===== src/rtl/vec_mag_pkg.sv =====
// Shared definitions for the vec_mag stream arbiter slice.
// Holds the default widths, the arbiter state type and the tid sizing helper.
package vec_mag_pkg;

    localparam int COORD_WIDTH_DEF = 8;
    localparam int BEAT_WIDTH_DEF  = 4 * COORD_WIDTH_DEF;

    typedef enum logic {
        IDLE   = 1'b0,
        LOCKED = 1'b1
    } arb_state_t;

    function automatic int beat_width(input int cw);
        return 4 * cw;
    endfunction

    function automatic int tid_width(input int n);
        return (n > 1) ? $clog2(n) : 1;
    endfunction

endpackage


===== src/rtl/vec_mag_axis_skid.sv =====
// Two-entry skid buffer carrying data, last and tid between the arbiter and the core.
// Input ready comes straight from a flop so the arbiter never sees a long ready path.
module vec_mag_axis_skid #(
    parameter int DW = 32,
    parameter int TW = 2
) (
    input  logic          clk,
    input  logic          rst,
    input  logic [DW-1:0] in_data,
    input  logic          in_last,
    input  logic [TW-1:0] in_tid,
    input  logic          in_valid,
    output logic          in_ready,
    output logic [DW-1:0] out_data,
    output logic          out_last,
    output logic [TW-1:0] out_tid,
    output logic          out_valid,
    input  logic          out_ready,
    output logic          empty
);

    logic          out_valid_q;
    logic [DW-1:0] out_data_q;
    logic          out_last_q;
    logic [TW-1:0] out_tid_q;
    logic          skid_valid_q;
    logic [DW-1:0] skid_data_q;
    logic          skid_last_q;
    logic [TW-1:0] skid_tid_q;
    logic          in_fire;

    assign in_ready  = ~skid_valid_q;
    assign in_fire   = in_valid & in_ready;
    assign out_data  = out_data_q;
    assign out_last  = out_last_q;
    assign out_tid   = out_tid_q;
    assign out_valid = out_valid_q;
    assign empty     = ~out_valid_q & ~skid_valid_q;

    // Refill the output stage from skid first, then from input; park input in skid on stall.
    always_ff @(posedge clk) begin
        if (rst) begin
            out_valid_q  <= 1'b0;
            out_data_q   <= '0;
            out_last_q   <= 1'b0;
            out_tid_q    <= '0;
            skid_valid_q <= 1'b0;
            skid_data_q  <= '0;
            skid_last_q  <= 1'b0;
            skid_tid_q   <= '0;
        end else if (!out_valid_q || out_ready) begin
            if (skid_valid_q) begin
                out_valid_q  <= 1'b1;
                out_data_q   <= skid_data_q;
                out_last_q   <= skid_last_q;
                out_tid_q    <= skid_tid_q;
                skid_valid_q <= 1'b0;
            end else begin
                out_valid_q <= in_fire;
                if (in_fire) begin
                    out_data_q <= in_data;
                    out_last_q <= in_last;
                    out_tid_q  <= in_tid;
                end
            end
        end else if (in_fire) begin
            skid_valid_q <= 1'b1;
            skid_data_q  <= in_data;
            skid_last_q  <= in_last;
            skid_tid_q   <= in_tid;
        end
    end

endmodule


===== src/rtl/vec_mag_stream_arb.sv =====
// Round-robin packet arbiter merging NUM_SRC AXI-Stream sources onto one vec_mag core.
// A grant is held for a whole packet; the decision costs one idle cycle per packet.
module vec_mag_stream_arb
    import vec_mag_pkg::*;
#(
    parameter int NUM_SRC     = 4,
    parameter int COORD_WIDTH = COORD_WIDTH_DEF
) (
    input  logic                                        clk,
    input  logic                                        rst,
    input  logic                                        enable_i,
    input  logic [NUM_SRC-1:0][beat_width(COORD_WIDTH)-1:0] s_axis_tdata,
    input  logic [NUM_SRC-1:0]                          s_axis_tvalid,
    input  logic [NUM_SRC-1:0]                          s_axis_tlast,
    output logic [NUM_SRC-1:0]                          s_axis_tready,
    output logic [beat_width(COORD_WIDTH)-1:0]          m_axis_tdata,
    output logic                                        m_axis_tvalid,
    output logic                                        m_axis_tlast,
    output logic [tid_width(NUM_SRC)-1:0]               m_axis_tid,
    input  logic                                        m_axis_tready,
    output logic                                        busy_o,
    output logic [tid_width(NUM_SRC)-1:0]               grant_o,
    output logic [31:0]                                 beat_cnt_o
);

    localparam int BW = beat_width(COORD_WIDTH);
    localparam int TW = tid_width(NUM_SRC);

    arb_state_t    state_q, state_d;
    logic [TW-1:0] grant_q, grant_d;
    logic [TW-1:0] rr_ptr_q, rr_ptr_d;
    logic [TW-1:0] win_idx;
    logic          win_found;
    logic          skid_in_valid;
    logic          skid_in_ready;
    logic          skid_out_valid;
    logic          skid_empty;

    // Round-robin search starting one past the last granted source.
    always_comb begin
        int            idx;
        logic [TW-1:0] cand;
        win_found = 1'b0;
        win_idx   = '0;
        idx       = 0;
        cand      = '0;
        for (int k = 1; k <= NUM_SRC; k++) begin
            idx  = (int'(rr_ptr_q) + k) % NUM_SRC;
            cand = TW'(idx);
            if (!win_found && s_axis_tvalid[cand]) begin
                win_found = 1'b1;
                win_idx   = cand;
            end
        end
    end

    // Arbiter next state, grant latch and per-source ready steering.
    always_comb begin
        state_d       = state_q;
        grant_d       = grant_q;
        rr_ptr_d      = rr_ptr_q;
        skid_in_valid = 1'b0;
        s_axis_tready = '0;
        unique case (state_q)
            IDLE: begin
                if (enable_i && win_found) begin
                    state_d  = LOCKED;
                    grant_d  = win_idx;
                    rr_ptr_d = win_idx;
                end
            end
            LOCKED: begin
                skid_in_valid          = s_axis_tvalid[grant_q];
                s_axis_tready[grant_q] = skid_in_ready & ~rst;
                if (skid_in_valid && skid_in_ready && s_axis_tlast[grant_q]) begin
                    state_d = IDLE;
                end
            end
            default: state_d = IDLE;
        endcase
    end

    // Arbiter state register; pointer resets to the last source so source 0 wins first.
    always_ff @(posedge clk) begin
        if (rst) begin
            state_q  <= IDLE;
            grant_q  <= '0;
            rr_ptr_q <= TW'(NUM_SRC - 1);
        end else begin
            state_q  <= state_d;
            grant_q  <= grant_d;
            rr_ptr_q <= rr_ptr_d;
        end
    end

    vec_mag_axis_skid #(
        .DW (BW),
        .TW (TW)
    ) u_skid (
        .clk       (clk),
        .rst       (rst),
        .in_data   (s_axis_tdata[grant_q]),
        .in_last   (s_axis_tlast[grant_q]),
        .in_tid    (grant_q),
        .in_valid  (skid_in_valid),
        .in_ready  (skid_in_ready),
        .out_data  (m_axis_tdata),
        .out_last  (m_axis_tlast),
        .out_tid   (m_axis_tid),
        .out_valid (skid_out_valid),
        .out_ready (m_axis_tready),
        .empty     (skid_empty)
    );

    assign m_axis_tvalid = skid_out_valid & ~rst;
    assign busy_o        = (state_q == LOCKED) | ~skid_empty;
    assign grant_o       = grant_q;

    // Count master-side handshakes, wrapping naturally at 32 bits.
    always_ff @(posedge clk) begin
        if (rst) begin
            beat_cnt_o <= '0;
        end else if (m_axis_tvalid && m_axis_tready) begin
            beat_cnt_o <= beat_cnt_o + 32'd1;
        end
    end

endmodule


===== config.mk =====
export PLATFORM = sky130hd
export DESIGN_NAME = vec_mag_stream_arb
export DESIGN_NICKNAME = d
export VERILOG_FILES = /design/src/rtl/vec_mag_pkg.sv /design/src/rtl/vec_mag_axis_skid.sv /design/src/rtl/vec_mag_stream_arb.sv
export SDC_FILE = /design/constraint.sdc
export NUM_CORES = 1
export LEC_CHECK = 0
export ABC_AREA = 1
export CORE_MARGIN = 2
export CORE_UTILIZATION = 45
export DETAILED_ROUTE_END_ITERATION = 7
export PLACE_DENSITY = 0.8
export SYNTH_ARGS = -nofsm -noshare
export SYNTH_HDL_FRONTEND = slang
export SYNTH_SLANG_ARGS = --single-unit

===== constraint.sdc =====
create_clock -name clk -period 2.1 [get_ports clk]
set_input_delay 0.42 -clock clk [delete_from_list [all_inputs] [get_ports clk]]
set_output_delay 0.42 -clock clk [all_outputs]
set_load 0.05 [all_outputs]

==> results.cfg, run 1 <==
[worst_setup_path]
cp_max_fo = 5
crit_slowest_cell = clkdlybuf4s50_1
crit_path_end_kind = output port
r2r_end = beat_cnt_o[28]
cp_top_family = buffers and inverters
cp_num_buf_inv = 1
rr_worst_depth = 7
required_ns = 1.68
slowest_delay_ns = 0.84
reg2reg_slack_ns = 0.27
crit_chain = clkdlybuf4s50_1
cp-start-kind = flop
reg2reg_from = beat_cnt_o[0]
crit_type = reg -> out
cp.arrival_ns = 1.63

[die]
die_area_um2 = 15300
io-pin-count = 215
dieHeight_um = 124
start_util = 0.463
die_x_um = 124
core-area_um2 = 13900
fp-row-count = 43

[detailed_routing]
drt_iter0_markers = 481
final_antenna_net_count = 0
first_pass_iters = 4
wl_per_cell_um = 13.3
via_per_inst = 4.95
drc = 0
num_vias = 7212
drt_wl_total_mm = 19.3

[placed_design]
dp_cells = 1441
place.detailed.hpwl_mm = 14.4
gp_congestion = 0.981
placed_area_um2 = 8880
dp_worst_setup_slack_ns = 0.00778
io_buffers = 214

[synthesis]
synth_top_area_share = 0.338
yosys_warnings = 0
synth.distinct_cells = 34
synth_xor_xnor_area_share = 0.00950
synth_seq_cells = 109
syn-num-nets = 1220
synth_area_leader_cell = dfxtp_1
synthArstFlopShare = 0
netlist_instances = 1079
muxShareOfSynthArea = 0
syn_area_um2 = 6460
synth_fa_ha_area_frac = 0.00194
synth_compound_area_frac = 0.105
synthFlopType = dfxtp_1
synth.area.top_cells = dfxtp_1 34%, nand2_1 18%, nor2_1 11%
synth-simple-area-share = 0.432
synth_edf_count = 0
yosysSeqAreaShare = 0.338
synth_top_family_by_area = simple AND/OR/NAND/NOR gates
avgSynthCellArea_um2 = 5.98

[hold_path]
min_path_cells = 2
min_path_type = reg -> reg
worstHoldStart = u_skid.skid_last_q
hold_end = u_skid.skid_last_q

[global_route]
grt_pass1_vias = 6293
gr-total-overflow = 0
grt_antenna_before_repair = 0
grt_util_all_layers = 0.243
grt_max_degree = 84
grt_pass1_wl_mm = 29.4

[timing]
fin_ws_ns = 0.0464
setup_viol = 0
final-hold-violation-count = 0
max_freq_mhz = 487
whs_ns = 0.488
tightestPinTransition_ns = 0.584
period_share = 0.978
fin_crit_ns = 2.05
slew_headroom = 0.607
finalMaxSlewViolations = 0
skew_ns = 0.00449

[clock_tree]
cts_root_buffer = clkbuf_16
cts_made_buffers = 9
htreeDepth = 3
clkSinkCount = 109
tritoncts = yes
clock_latency_ns = 0.36
post_cts_buffers = 0
cts_hold_buf = 0
clk_pin_slew_worst_paths_ns = 0.07
cts_buffer_depth = 2

[cells_and_area]
final_area_um2 = 9200
drive_above_1_share = 0.0572
final_cells = 1457
nets = 1413
syn_to_final_growth_pct = 42.5
antenna_cells = 0
final_common_cell = nand2_1
final_cell_mix = 317 x nand2_1, 200 x clkdlybuf4s50_1, 189 x nor2_1

[power_and_ir_drop]
powerDensity_nw_per_um2 = 758
total_power_mw = 6.98
p_leak_nw = 4.14
peakVddDrop_v = 0.000346

[job]
max-cap-violations = 0

[run_status]
status = finished clean
-- synth_stat cells (3+ instances only) --
master / count
buf_1: 12
nand2_2: 3
nor3_1: 17
nand2_1: 317
a21oi_1: 31
inv_2: 4
o21ai_0: 46
nand4_1: 6
inv_1: 116
buf_2: 16
xor2_1: 6
a22oi_1: 32
clkbuf_1: 25
dfxtp_1: 109
nand3_1: 123
nor2_1: 190
buf_6: 5
-- worst max-delay path by stage --
stage	from	end	depth (start not counted)
6_report	beat_cnt_o[6]	beat_cnt_o[6]	1
3_5_place_dp	rst	beat_cnt_o[17]	11
3_3_place_gp	rst	beat_cnt_o[26]	9
5_1_grt	rst	s_axis_tready[1]	5
2_1_floorplan	rst	s_axis_tready[1]	5
4_1_cts	beat_cnt_o[3]	beat_cnt_o[3]	1
-- per-layer routing --
metal | vias to the layer above | GRT usage | wire [µm]
met5 | - | 0 | 0
met4 | 0 | 0.0916 | 403
met3 | 28 | 0.0646 | 1730
met2 | 213 | 0.424 | 9190
met1 | 3187 | 0.284 | 8030
li1 | 3784 | - | -
-- flip-flops by register name, summed over array words and instances (netlist names) --
| signal | cells |
|---|---|
| beat_cnt_o | 32 |
| u_skid.skid_tid_q | 2 |
| rr_ptr_q | 2 |
| grant_o | 2 |
| u_skid.out_tid | 2 |
| u_skid.out_last | 1 |
| state_q | 1 |
| u_skid.skid_valid_q | 1 |
| u_skid.skid_data_q | 32 |
| u_skid.out_valid | 1 |
| u_skid.skid_last_q | 1 |
| u_skid.out_data | 32 |
-- metrics by stage --
stage | utilization | TNS (ns)
final | 0.660 | 0
after global routing | 0.660 | -0.0376
after CTS | 0.659 | 0
after detailed placement | 0.638 | 0
after global placement | 0.638 | 0
after floorplan | - | -0.361
-- what timing repair did --
item	CTS	global route
setup endpoints to repair	0	8
endpoints found under the hold margin	0	0
gates resized for setup	0	7
-- kinds of logic after synthesis --
group / Yosys count
AND/OR/NAND/NOR: 669
AO/OA/AOI/OAI: 114
XOR/XNOR: 7
buffers and inverters: 179
adder cells (fa/ha/maj): 1
flip-flops: 109
-- cell type report --
class | instances | area [µm²]
fillers | 1225 | 4730
multi-input cells | 791 | 3560
repair buffers | 241 | 2480
flip-flops and latches | 109 | 2180
inverters | 120 | 450
clock buffers | 12 | 246
well taps | 180 | 225
clock inverters | 4 | 47.5
-- power by group --
part           switching (mW)  internal, mW
Clock                   0.750         0.954
Sequential              0.112          2.23
Combinational            1.81          1.12
(Power assumes the default switching activity.)
==> inputs of run 2 (changes only) <==
- TNS_END_PERCENT: default -> 50
==> results of run 2 <==
Same layout as run 1: the final DEF is identical, and so are final timing and power.
==> inputs of run 3 (changes only) <==
- DONT_BUFFER_PORTS: default -> 1
- PLACE_DENSITY: 0.8 -> 0.61
==> results.cfg, run 3 (synthesized netlist as in run 1, its figures left out) <==
[run_status]
status = finished clean

[die]
dieHeight_um = 124
fp-row-count = 43
die_area_um2 = 15300
io-pin-count = 215
die_x_um = 124
core-area_um2 = 13900
start_util = 0.463

[cells_and_area]
nFillCells = 1490
multi_input_area_um2 = 3570
final_cell_mix = 317 x nand2_1, 188 x nor2_1, 122 x nand3_1
final_cells = 1268
nets = 1224
antenna_cells = 0
drive_above_1_share = 0.0818
seq_area_um2 = 2190
syn_to_final_growth_pct = 11.0
final_common_cell = nand2_1

[power_and_ir_drop]
powerDensity_nw_per_um2 = 888
p_leak_nw = 3.34
pwr-share-seq = 0.436
power.internal_mw = 3.77
switchingPower_mw = 2.59
clkPwrFrac = 0.271
p_sw_frac = 0.407
power_frac_comb = 0.293
peakVddDrop_v = 0.000415

[timing]
fin_crit_ns = 1.89
skew_ns = 0.00316
final-hold-violation-count = 0
setup-tns-final_ns = 0
tightestPinTransition_ns = 0.891
grt_setup_unrepaired = false
max_freq_mhz = 529
finalMaxSlewViolations = 0
setup_viol = 0
slew_headroom = 0.406
fin_ws_ns = 0.211
period_share = 0.899

[clock_tree]
clkSinkCount = 109
post_cts_buffers = 0
cts_root_buffer = clkbuf_16
cts_resized = 0
clock_latency_ns = 0.35
clk_pin_slew_worst_paths_ns = 0.07
cts_buffer_depth = 2
tritoncts = yes
htreeDepth = 3
cts_made_buffers = 9
cts_hold_buf = 0

[placed_design]
place.detailed.hpwl_mm = 12.6
dp_worst_setup_slack_ns = 0.287
dp_cells = 1252
gp_congestion = 0.902
io_buffers = 0

[detailed_routing]
wl_per_cell_um = 13.7
first_pass_iters = 5
drt_wl_total_mm = 17.4
final_antenna_net_count = 0
num_vias = 6387
drt_iter0_markers = 406
via_per_inst = 5.04
drc = 0

[hold_path]
worstHoldStart = rst
min_path_type = in -> reg

[worst_setup_path]
cp_max_fo = 8
slowest_delay_ns = 0.41
reg2reg_from = beat_cnt_o[0]
cp-endpoint = s_axis_tready[0]
reg2reg_slack_ns = 0.31
cp_top_family = flip-flops
cp-start-kind = flop
crit_chain = inv_2, nand3_2, nor3_2, buf_4
cp.arrival_ns = 1.47
crit_slowest_cell = dfxtp_1
crit_type = reg -> out
r2r_end = beat_cnt_o[24]
crit_path_end_kind = output port
cp_num_buf_inv = 2
cp-startpoint = u_skid.skid_valid_q
required_ns = 1.68
cp_num_cells = 4
rr_worst_depth = 8

[global_route]
gr-total-overflow = 0
grt_max_degree = 85
grt_antenna_before_repair = 0
grt_pass1_vias = 5540
grt_util_all_layers = 0.225
grt_pass1_wl_mm = 27.2

[job]
max-cap-violations = 0
-- run 3: cell types whose count changed in the layout (fill, tap and decap cells not counted), moves of 4 or more --
cell | previous run | this run
clkdlybuf4s50_1 | 200 | 0
buf_4 | 24 | 48
buf_12 | 12 | 4
dlymetal6s2s_1 | 4 | 0
-- run 3: layer usage --
layer / global-route usage / vias to the layer above / part of all wire
met2: 0.382 / 176 / 0.47
met3: 0.0778 / 20 / 0.080
li1: - / 3408 / -
met4: 0.0582 / 0 / 0.018
met1: 0.271 / 2783 / 0.43
met5: 0 / - / 0
-- run 3: layout make-up --
type,instances,share of cell area
Tap cell,180,0.0314
Clock inverter,5,0.00838
Multi-Input combinational cell,791,0.498
Inverter,120,0.0629
Clock buffer,11,0.0325
Timing Repair Buffer,52,0.0615
Sequential cell,109,0.305
-- run 3: how the worst min path moves through the flow --
stage	slack, ns	to	depth (start not counted)
3_5_place_dp	0.45	u_skid.skid_last_q	2
4_1_cts	0.12	beat_cnt_o[19]	1
2_1_floorplan	0.44	u_skid.skid_last_q	2
6_report	0.13	beat_cnt_o[19]	1
5_1_grt	0.11	beat_cnt_o[23]	1
3_3_place_gp	0.45	u_skid.skid_last_q	2
-- run 3: worst register-to-register path: cells and delay by family, from the launching register on --
family / cells / cell delay, ns
adders and majority gates: 1 / 0.25
xor gates and xnor gates: 1 / 0.14
DFF: 1 / 0.45
and+or+nand+nor: 6 / 0.86
-- run 3: power groups by stage --
stage               registers [mW]  logic (mW)  clock network [mW]
global route                  2.79        2.18                1.86
global placement              2.82        1.85                   0
detailed placement            2.83        1.87                   0
CTS                           2.78        1.88                1.79
finish                        2.77        1.86                1.73
floorplan                     2.80        1.47                   0
-- run 3: through the flow --
step / cell area [µm²] / power (mW) / utilization / hold WS [ns]
2_1_floorplan: 6470 / 4.27 / - / 0.441
3_3_place_gp: 6870 / 4.67 / 0.493 / 0.448
3_5_place_dp: 6870 / 4.70 / 0.493 / 0.448
4_1_cts: 7160 / 6.44 / 0.514 / 0.115
5_1_grt: 7170 / 6.83 / 0.514 / 0.110
6_report: 7170 / 6.36 / 0.514 / 0.130
